===== src/rtl/pcie_status_pkg.sv =====
// pcie_status_pkg
// Shared definitions for the PCIe status/LED controller:
//   - link_state_e : link FSM state encodings (also the link_state output)
//   - DEF_CNT_WIDTH: default statistics counter width
//   - sat_inc      : saturating +1 for counters up to 32 bits wide
package pcie_status_pkg;

  typedef enum logic [1:0] {
    LINK_DOWN     = 2'b00,
    LINK_DEBOUNCE = 2'b01,
    LINK_UP       = 2'b10
  } link_state_e;

  localparam int DEF_CNT_WIDTH = 16;

  // Increment v, holding at the all-ones value of a w-bit counter.
  function automatic logic [31:0] sat_inc(input logic [31:0] v, input int unsigned w);
    logic [31:0] max_v;
    max_v = (w >= 32) ? 32'hFFFF_FFFF : ((32'h1 << w) - 32'h1);
    return (v >= max_v) ? v : v + 32'h1;
  endfunction

endpackage


===== src/rtl/pcie_status_led_ctrl_pulse_hold.sv =====
// pulse_hold
// Retriggerable event stretcher. Any cycle with evt high loads the hold
// counter with N; each tick then decrements it while nonzero. out is high
// while the counter is nonzero, registered, so it rises the cycle after evt.
// Ports:
//   clk, rst_n : clock, async active-low reset
//   tick       : one-cycle prescaler pulse
//   evt        : event strobe
//   out        : stretched indicator
module pulse_hold #(
  parameter int N = 50
) (
  input  logic clk,
  input  logic rst_n,
  input  logic tick,
  input  logic evt,
  output logic out
);

  localparam int CW = $clog2(N + 1);

  logic [CW-1:0] cnt_q, cnt_d;
  logic          out_q, out_d;

  always_comb begin
    cnt_d = cnt_q;
    // A new event wins over a coincident tick so the full hold restarts.
    if (evt)                      cnt_d = CW'(N);
    else if (tick && cnt_q != '0) cnt_d = cnt_q - CW'(1);
    out_d = (cnt_d != '0);
  end

  always_ff @(posedge clk or negedge rst_n) begin
    if (!rst_n) begin
      cnt_q <= '0;
      out_q <= 1'b0;
    end else begin
      cnt_q <= cnt_d;
      out_q <= out_d;
    end
  end

  assign out = out_q;

endmodule


===== src/rtl/pcie_status_led_ctrl.sv =====
// pcie_status_led_ctrl
// Status/indicator controller for the PCIe endpoint (user clock domain).
// Ports:
//   clk, rst_n          : PCIe user clock, async active-low reset
//   link_up             : raw link-up from the hard block
//   error_cor/uncor     : error strobes, counted per cycle high
//   ch_activity         : per-channel transfer strobes
//   clear_stats         : sync clear of counters and sticky uncorrectable flag
//   led_link            : off (DOWN) / blink (DEBOUNCE) / on (UP)
//   led_err             : sticky uncorrectable OR stretched correctable
//   led_act             : stretched per-channel activity
//   link_state          : 00 DOWN, 01 DEBOUNCE, 10 UP
//   link_drop_count, err_cor_count, err_uncor_count : saturating counters
module pcie_status_led_ctrl
  import pcie_status_pkg::*;
#(
  parameter int CHANNEL_COUNT       = 4,
  parameter int PRESCALE            = 250000,
  parameter int LINK_DEBOUNCE_TICKS = 10,
  parameter int BLINK_TICKS         = 100,
  parameter int ERR_HOLD_TICKS      = 500,
  parameter int STRETCH_TICKS       = 50,
  parameter int CNT_WIDTH           = DEF_CNT_WIDTH
) (
  input  logic                     clk,
  input  logic                     rst_n,
  input  logic                     link_up,
  input  logic                     error_cor,
  input  logic                     error_uncor,
  input  logic [CHANNEL_COUNT-1:0] ch_activity,
  input  logic                     clear_stats,
  output logic                     led_link,
  output logic                     led_err,
  output logic [CHANNEL_COUNT-1:0] led_act,
  output logic [1:0]               link_state,
  output logic [CNT_WIDTH-1:0]     link_drop_count,
  output logic [CNT_WIDTH-1:0]     err_cor_count,
  output logic [CNT_WIDTH-1:0]     err_uncor_count
);

  localparam int PW = $clog2(PRESCALE);
  localparam int DW = $clog2(LINK_DEBOUNCE_TICKS + 1);
  localparam int BW = $clog2(BLINK_TICKS + 1);

  // ---------------- prescaler (free-running) ----------------
  logic [PW-1:0] presc_q, presc_d;
  logic          tick;

  always_comb begin
    tick    = (presc_q == PW'(PRESCALE - 1));
    presc_d = tick ? '0 : presc_q + PW'(1);
  end

  // ---------------- link FSM ----------------
  link_state_e   state_q, state_d;
  logic [DW-1:0] deb_q, deb_d;
  logic [BW-1:0] blink_q, blink_d;
  logic          led_link_q, led_link_d;
  logic          drop_evt;

  always_comb begin
    state_d    = state_q;
    deb_d      = deb_q;
    blink_d    = blink_q;
    led_link_d = led_link_q;
    drop_evt   = 1'b0;
    case (state_q)
      LINK_DOWN: begin
        led_link_d = 1'b0;
        if (link_up) begin
          state_d    = LINK_DEBOUNCE;
          deb_d      = DW'(LINK_DEBOUNCE_TICKS);
          blink_d    = BW'(BLINK_TICKS);
          led_link_d = 1'b1;
        end
      end
      LINK_DEBOUNCE: begin
        if (!link_up) begin
          state_d    = LINK_DOWN;
          led_link_d = 1'b0;
        end else if (tick) begin
          if (deb_q == DW'(1)) begin
            state_d    = LINK_UP;
            deb_d      = '0;
            led_link_d = 1'b1;
          end else begin
            deb_d = deb_q - DW'(1);
            if (blink_q == BW'(1)) begin
              blink_d    = BW'(BLINK_TICKS);
              led_link_d = ~led_link_q;
            end else begin
              blink_d = blink_q - BW'(1);
            end
          end
        end
      end
      LINK_UP: begin
        led_link_d = 1'b1;
        if (!link_up) begin
          state_d    = LINK_DOWN;
          led_link_d = 1'b0;
          drop_evt   = 1'b1;
        end
      end
      default: begin
        // 2'b11 is never entered; fall back to a clean DOWN.
        state_d    = LINK_DOWN;
        led_link_d = 1'b0;
      end
    endcase
  end

  // ---------------- counters / sticky error ----------------
  logic [CNT_WIDTH-1:0] drop_cnt_q, drop_cnt_d;
  logic [CNT_WIDTH-1:0] cor_cnt_q, cor_cnt_d;
  logic [CNT_WIDTH-1:0] unc_cnt_q, unc_cnt_d;
  logic                 sticky_q, sticky_d;

  always_comb begin
    // Clear first, then increment: a coincident event leaves the count at 1.
    drop_cnt_d = clear_stats ? '0 : drop_cnt_q;
    cor_cnt_d  = clear_stats ? '0 : cor_cnt_q;
    unc_cnt_d  = clear_stats ? '0 : unc_cnt_q;
    if (drop_evt)    drop_cnt_d = CNT_WIDTH'(sat_inc(32'(drop_cnt_d), CNT_WIDTH));
    if (error_cor)   cor_cnt_d  = CNT_WIDTH'(sat_inc(32'(cor_cnt_d), CNT_WIDTH));
    if (error_uncor) unc_cnt_d  = CNT_WIDTH'(sat_inc(32'(unc_cnt_d), CNT_WIDTH));
    sticky_d = error_uncor | (sticky_q & ~clear_stats);
  end

  always_ff @(posedge clk or negedge rst_n) begin
    if (!rst_n) begin
      presc_q    <= '0;
      state_q    <= LINK_DOWN;
      deb_q      <= '0;
      blink_q    <= '0;
      led_link_q <= 1'b0;
      drop_cnt_q <= '0;
      cor_cnt_q  <= '0;
      unc_cnt_q  <= '0;
      sticky_q   <= 1'b0;
    end else begin
      presc_q    <= presc_d;
      state_q    <= state_d;
      deb_q      <= deb_d;
      blink_q    <= blink_d;
      led_link_q <= led_link_d;
      drop_cnt_q <= drop_cnt_d;
      cor_cnt_q  <= cor_cnt_d;
      unc_cnt_q  <= unc_cnt_d;
      sticky_q   <= sticky_d;
    end
  end

  // ---------------- LED stretchers ----------------
  logic cor_hold;

  for (genvar i = 0; i < CHANNEL_COUNT; i++) begin : g_act
    pulse_hold #(.N(STRETCH_TICKS)) u_hold (
      .clk  (clk),
      .rst_n(rst_n),
      .tick (tick),
      .evt  (ch_activity[i]),
      .out  (led_act[i])
    );
  end

  pulse_hold #(.N(ERR_HOLD_TICKS)) u_cor_hold (
    .clk  (clk),
    .rst_n(rst_n),
    .tick (tick),
    .evt  (error_cor),
    .out  (cor_hold)
  );

  // Both terms come straight from flops.
  assign led_err         = sticky_q | cor_hold;
  assign led_link        = led_link_q;
  assign link_state      = state_q;
  assign link_drop_count = drop_cnt_q;
  assign err_cor_count   = cor_cnt_q;
  assign err_uncor_count = unc_cnt_q;

endmodule


===== config.mk =====
export PLATFORM = sky130hd
export DESIGN_NAME = pcie_status_led_ctrl
export DESIGN_NICKNAME = d
export VERILOG_FILES = /design/src/rtl/pcie_status_pkg.sv /design/src/rtl/pcie_status_led_ctrl_pulse_hold.sv /design/src/rtl/pcie_status_led_ctrl.sv
export SDC_FILE = /design/constraint.sdc
export NUM_CORES = 1
export LEC_CHECK = 0
export BUFFER_PORTS_ARGS = -buffer_cell sky130_fd_sc_hd__buf_4
export CAP_MARGIN = 0
export CORE_UTILIZATION = 25
export DETAILED_ROUTE_END_ITERATION = 16
export GPL_TIMING_DRIVEN = 0
export HOLD_SLACK_MARGIN = 0.06
export MAX_ROUTING_LAYER = met4
export PLACE_DENSITY = 0.46
export SLEW_MARGIN = 20
export SYNTH_ARGS = -nofsm -noshare
export SYNTH_HDL_FRONTEND = slang
export SYNTH_SLANG_ARGS = --single-unit

===== constraint.sdc =====
create_clock -name clk -period 2.3 [get_ports clk]
set_input_delay 0.115 -clock clk [delete_from_list [all_inputs] [get_ports clk]]
set_output_delay 0.115 -clock clk [all_outputs]
set_load 0.03 [all_outputs]

* Word level (Yosys, flattened, before mapping)
Cells that the tools add are included.
** Operators by class
- $add $sub $neg :: 11
- Order comparisons :: 3
- Eq/ne operators :: 13
- Mux-type cells :: 45
- Bitwise gates (word level) :: 5
- Reduce and logical (&&, ||, !) cells :: 22
** Operators with widths (count)
- $mux 16 :: 9
- $add 16x1->16 const B :: 3
- $ge 16x16->1 const B :: 3
- $mux 6 :: 8
- $reduce_bool 6->1 :: 8
- $mux 7 :: 5
- $sub 6x1->6 const B :: 4
- $add 18x1->18 const B :: 1
- $eq 18x18->1 const B :: 1
- $mux 18 :: 1
- $mux 9 :: 2
- $reduce_bool 9->1 :: 2
- $mux 4 :: 4
- $pmux 7 s2 :: 1
- $mux 2 :: 5
- $sub 9x1->9 const B :: 1
- $ne 2x2->1 const B :: 4
- $pmux 4 s2 :: 1
- $reduce_and 4->1 :: 2
- $eq 7x1->1 const B :: 1
- $mux 1 :: 7
- $sub 7x1->7 const B :: 1
- $pmux 2 s3 :: 1
- $logic_and 1x1->1 :: 5
- 17 further kinds :: 19
** Storage, ports and cells
- Bits in registers :: 119
- Bits of input ports :: 10
- Output and inout bits :: 56
- Logic and storage cells :: 118

* Depth between registers and ports, before layout
- Depth in word-level cells :: 6
- Depth in mapped cells :: 11
- Gate-level depth less buffers :: 7

* Hierarchy
From an unflattened synthesis, not the netlist that was laid out.
** Unflattened totals
- Cell total of the unflattened synthesis :: 724
- Area total of the unflattened synthesis :: 6885.4 um2
** Modules (own cells, without submodules)
- pcie_status_led_ctrl :: instances 1, cells each 469, area each 4454.3 um2, sequential area each 2026.9 um2
- pulse_hold at g_act[0].u_hold ... :: instances 4, cells each 46, area each 447.9 um2, sequential area each 175.2 um2
- pulse_hold at u_cor_hold :: instances 1, cells each 71, area each 639.4 um2, sequential area each 250.2 um2

* Worst setup path after synthesis
No wires, ideal clock.
- Path type :: input -> register
- From :: in clear_stats
- To :: reg cor_cnt_q[6] (netlist: err_cor_count[6])
- Library setup time :: 125 ps
- Arrival time :: 2486 ps
- Required time :: 2175 ps
- Setup slack :: -311 ps
- Stages :: 11
- Buffers on the path :: 4
- Cells stage by stage :: clkbuf_1 -> clkbuf_1 -> clkbuf_1 -> nor2b_1 -> ha_1 -> nand2_1 -> and3b_1 -> clkbuf_1 -> a21oi_1 -> and3b_1 -> mux2_2
** Between the ends
- Longest elaborated chain between the ends :: 4
- Elaborated cells on any way between the ends :: 5
- Classes of those cells :: add/sub (1); order compare (1); mux (3)
** Ends and longest elaborated chain
- start: declaration :: line pcie_status_led_ctrl.sv:31 : input logic clear_stats,
- $mux 16 (*) :: line pcie_status_led_ctrl.sv:122 : cor_cnt_d = clear_stats ? '0 : cor_cnt_q;
- $add 16x1->16 / $ge 16x16->1 (equally long branches) :: line pcie_status_pkg.sv:20 : return (v >= max_v) ? v : v + 32'h1;
- $mux 16 :: line pcie_status_pkg.sv:20
- $mux 16 (*) :: line pcie_status_led_ctrl.sv:125 : if (error_cor) cor_cnt_d = CNT_WIDTH'(sat_inc(32'(cor_cnt_d), CNT_WIDTH));
- named net cor_cnt_d[6] :: line pcie_status_led_ctrl.sv:115 : logic [CNT_WIDTH-1:0] cor_cnt_q, cor_cnt_d;
- end signal: assignment :: line pcie_status_led_ctrl.sv:148 : cor_cnt_q <= cor_cnt_d;
- end: declaration :: line pcie_status_led_ctrl.sv:115
Mark *: on every way through the listed nets, which the timed path passes. The rest lies on a longest branch.
A chain may end at the register's enable or synchronous reset.

* Worst setup path in the final report
- From :: reg g_act[0].u_hold.cnt_q[3]
- To :: reg g_act[0].u_hold.out_q
** Between the ends
- Longest elaborated chain between the ends :: 5
- Elaborated cells on any way between the ends :: 6
- Classes of those cells :: add/sub (1); mux (2); reduce/logical (3)
** Ends and longest elaborated chain
- start: declaration :: line pcie_status_led_ctrl_pulse_hold.sv:22 : logic [CW-1:0] cnt_q, cnt_d;
- start signal: assignment :: line pcie_status_led_ctrl_pulse_hold.sv:38 : cnt_q <= cnt_d;
- parallel branches: the longest is 2 deep, another holds $sub 6x1->6
- $mux 6 (*) :: line pcie_status_led_ctrl_pulse_hold.sv:29 : else if (tick && cnt_q != '0) cnt_d = cnt_q - CW'(1);
- $mux 6 (*) :: line pcie_status_led_ctrl_pulse_hold.sv:28 : if (evt) cnt_d = CW'(N);
- named net g_act[0].u_hold.cnt_d[5] :: line pcie_status_led_ctrl_pulse_hold.sv:22
- $reduce_bool 6->1 (*) :: line pcie_status_led_ctrl_pulse_hold.sv:30 : out_d = (cnt_d != '0);
- named net g_act[0].u_hold.out_d :: line pcie_status_led_ctrl_pulse_hold.sv:23 : logic out_q, out_d;
- end signal: assignment :: line pcie_status_led_ctrl_pulse_hold.sv:39 : out_q <= out_d;
- end: declaration :: line pcie_status_led_ctrl_pulse_hold.sv:23
Mark *: on every way through the listed nets, which the timed path passes.

==> flow_summary.ini <==
[critical_path]
cpPeakStageDelay_ps = 550
ff2ff_setup_slack_ps = -50
reg2reg_to = g_act[0].u_hold.out
reg2reg_depth = 4
worstPathCellList = or4_4, or4_1, a221o_1, or4b_1
crit_arrival_ps = 2630
r2r_start = g_act[0].u_hold.cnt_q[3]
worstSetupStartpointType = flip-flop
path_max_fanout = 3
path_class = reg -> reg
cp-end-kind = flip-flop
cp_data_required_time_ps = 2580
slowest_stage = or4_4

[cts]
clk_path_buf_depth = 2
cts.clk_slew.worst_paths_ps = 60
numCtsBuffers = 17
cts_tree = built
ctsRootBufferMaster = clkbuf_16
htree_levels = 4
insertion_delay_ps = 420
clock_sinks = 119

[detailed_routing]
routed_via_density = 4.926
routed-via-count = 5759
wire_per_inst_um = 15.73
drt_iter0_drc = 278
drtPass1Iterations = 12
drt-total-wl_um = 18390
ant_nets = 0
drc = 3

[global_routing]
grt_pass1_wl_um = 30090
grt_overflow = 0
grt_pass1_vias = 5684
grt_usage_pct = 14.03
antenna_found_initial = 0
grt_max_degree = 84
use_met3_pct = 3.194
busiest_layer = met2
globalRouteMet1Util_pct = 17.96
use_met2_pct = 21.90

[finish]
layout_commonest_cell = dfrtp_1
antennaDiodeCount = 0
nets = 848
mostFrequentLayoutCells = dfrtp_1, buf_4, nor2_1
area_growth_pct = 32.12
fill_cells = 2701
fin_cells = 1169
final_area_mm2 = 0.008862
drive_gt1_share_pct = 25.54

[power]
pwr_density_cell_mw_per_mm2 = 594.9
leakage_nw = 3.568
vdd_drop_max_uv = 397.2

[die]
fp-row-count = 59
fp.dieArea_mm2 = 0.02749
coreArea_mm2 = 0.02621
die_h_um = 165.8
ioPinCount = 66
initial_core_util_pct = 25.60
die_w_um = 165.8

[logic_synthesis]
seq_area_frac_synth_pct = 44.39
synth_area_per_cell_um2 = 9.447
synth-async-reset-ratio_pct = 100.0
netlist_area_mm2 = 0.006708
ys.flop_type = dfrtp_1
yosysWarnings = 0
yosysUniqueCellTypes = 70
synth_edf_count = 0
syn-num-nets = 737
yosys_register_bits = 119
syn_inst = 710

[place]
io_buffers = 65
hpwl_um = 12400
post-place-ws_ps = -682.8
postPlaceCellArea_mm2 = 0.007731
dp_cells = 1111
place_congestion = 0.8051

[timing]
final.setup.worst_slack_ps = -53.94
rsz0062_at_grt = yes
period_share_pct = 102.3
drv_slew = 0
fmax_ghz = 0.4248
setup_viol = 1
fin_skew_ps = 12.70
hold_slack_ps = 164.4
hold_viol_final = 0
finalCriticalPeriod_ps = 2354
relSlewSlack_pct = 59.60
worst_pin_slew_ps = 605.9

[job]
max-cap-violations = 0

[min_path]
worst_hold_path_type = in -> async

[run_status]
status = complete, but fails checks
violations = design-rule violations, negative setup slack
[stage by stage]
step / TNS (ps) / util, % / power (mW)
5_1_grt: -153.5 / 33.82 / 5.468
2_1_floorplan: -4.408 / - / 2.363
4_1_cts: -67.28 / 32.81 / 5.339
3_5_place_dp: -23670 / 29.50 / 2.510
3_3_place_gp: -23460 / 29.37 / 2.502
6_report: -53.94 / 33.82 / 5.272
[power by group]
group	switching, mW	internal [mW]	total (mW)
clock	1.05	1.74	2.78
sequential	0.0466	2.14	2.19
combinational	0.187	0.117	0.304
total	1.28	3.99	5.27
[sequential cells by signal, indices dropped and copies added (netlist names)]
register	cells
sticky_q	1
u_cor_hold.cnt_q	9
deb_q	4
err_cor_count	16
presc_q	18
u_cor_hold.out	1
g_act.u_hold.cnt_q	24
link_drop_count	16
blink_q	7
err_uncor_count	16
link_state	2
g_act.u_hold.out	4
led_link	1
[layer usage]
metal	share of wire (%)	vias up
met4	1.4	0
met3	4.0	21
li1	-	2821
met5	0	-
met1	48	2825
met2	47	92
[critical path, delay by kind of cell (launching register included)]
family | cells | cell delay (ps)
compound gates | 1 | 330
flops | 1 | 400
simple gates | 3 | 1490
[how the worst max path moves through the flow]
stage / cells after the start / slack (ps) / to / from
final: 4 / -50 / g_act[0].u_hold.out / g_act[0].u_hold.cnt_q[3]
after global routing: 4 / -110 / g_act[0].u_hold.out / g_act[0].u_hold.cnt_q[3]
after CTS: 4 / -70 / g_act[0].u_hold.out / g_act[0].u_hold.cnt_q[3]
after detailed placement: 7 / -680 / blink_q[6] / presc_q[6]
after global placement: 7 / -640 / u_cor_hold.out / presc_q[6]
after floorplan: 4 / -4 / g_act[0].u_hold.out / g_act[0].u_hold.cnt_q[3]
[cells in the mapped netlist (all sizes together) (11+ instances only)]
library cell  instances  area share (%)
nor3                 22             1.6
nor2b                25             2.3
nor4                 11             1.1
nand2                53             3.0
o31ai                11             1.2
or3                  15             1.4
nor2                 66             3.7
dfrtp               119              44
o21ai                18             1.3
nand4                31             3.0
clkbuf               21             1.2
or4                  17             1.9
and3                 16             1.5
nand3                25             1.9
a21oi                25             1.9
xnor2                36             4.7
inv                  31             1.7
ha                   17             3.2
xor2                 13             1.7
[what timing repair did]
item / 4_1_cts / 5_1_grt
pin swaps: 9 / 18
hold buffers: 8 / 0
gates resized for setup: 30 / 46
gates cloned: 1 / 0
endpoints found under the hold margin: 151 / 0
setup buffers: 10 / 14
endpoints found under the setup margin: 57 / 31
[cell type report]
type | count | area [um^2] | share of cell area [%]
clock buffer | 18 | 439.2 | 4.956
multi-input combinational | 532 | 3799 | 42.86
clock inverter | 14 | 175.2 | 1.977
tap | 335 | 419.2 | 4.730
buffer | 22 | 137.6 | 1.553
inverter | 31 | 116.4 | 1.313
sequential | 119 | 2989 | 33.73
timing repair buffer | 98 | 787.0 | 8.880
[logic make-up after synthesis]
| logic type | share of synthesized area [%] |
|---|---|
| adder cells (fa/ha/maj) | 3.171 |
| XOR/XNOR | 6.398 |
| AND/OR/NAND/NOR | 27.96 |
| flip-flops | 44.39 |
| buffers and inverters | 3.544 |
| multiplexers | 2.854 |
| AO/OA/AOI/OAI | 11.68 |
Note: power is estimated with default switching activity, not from simulation.
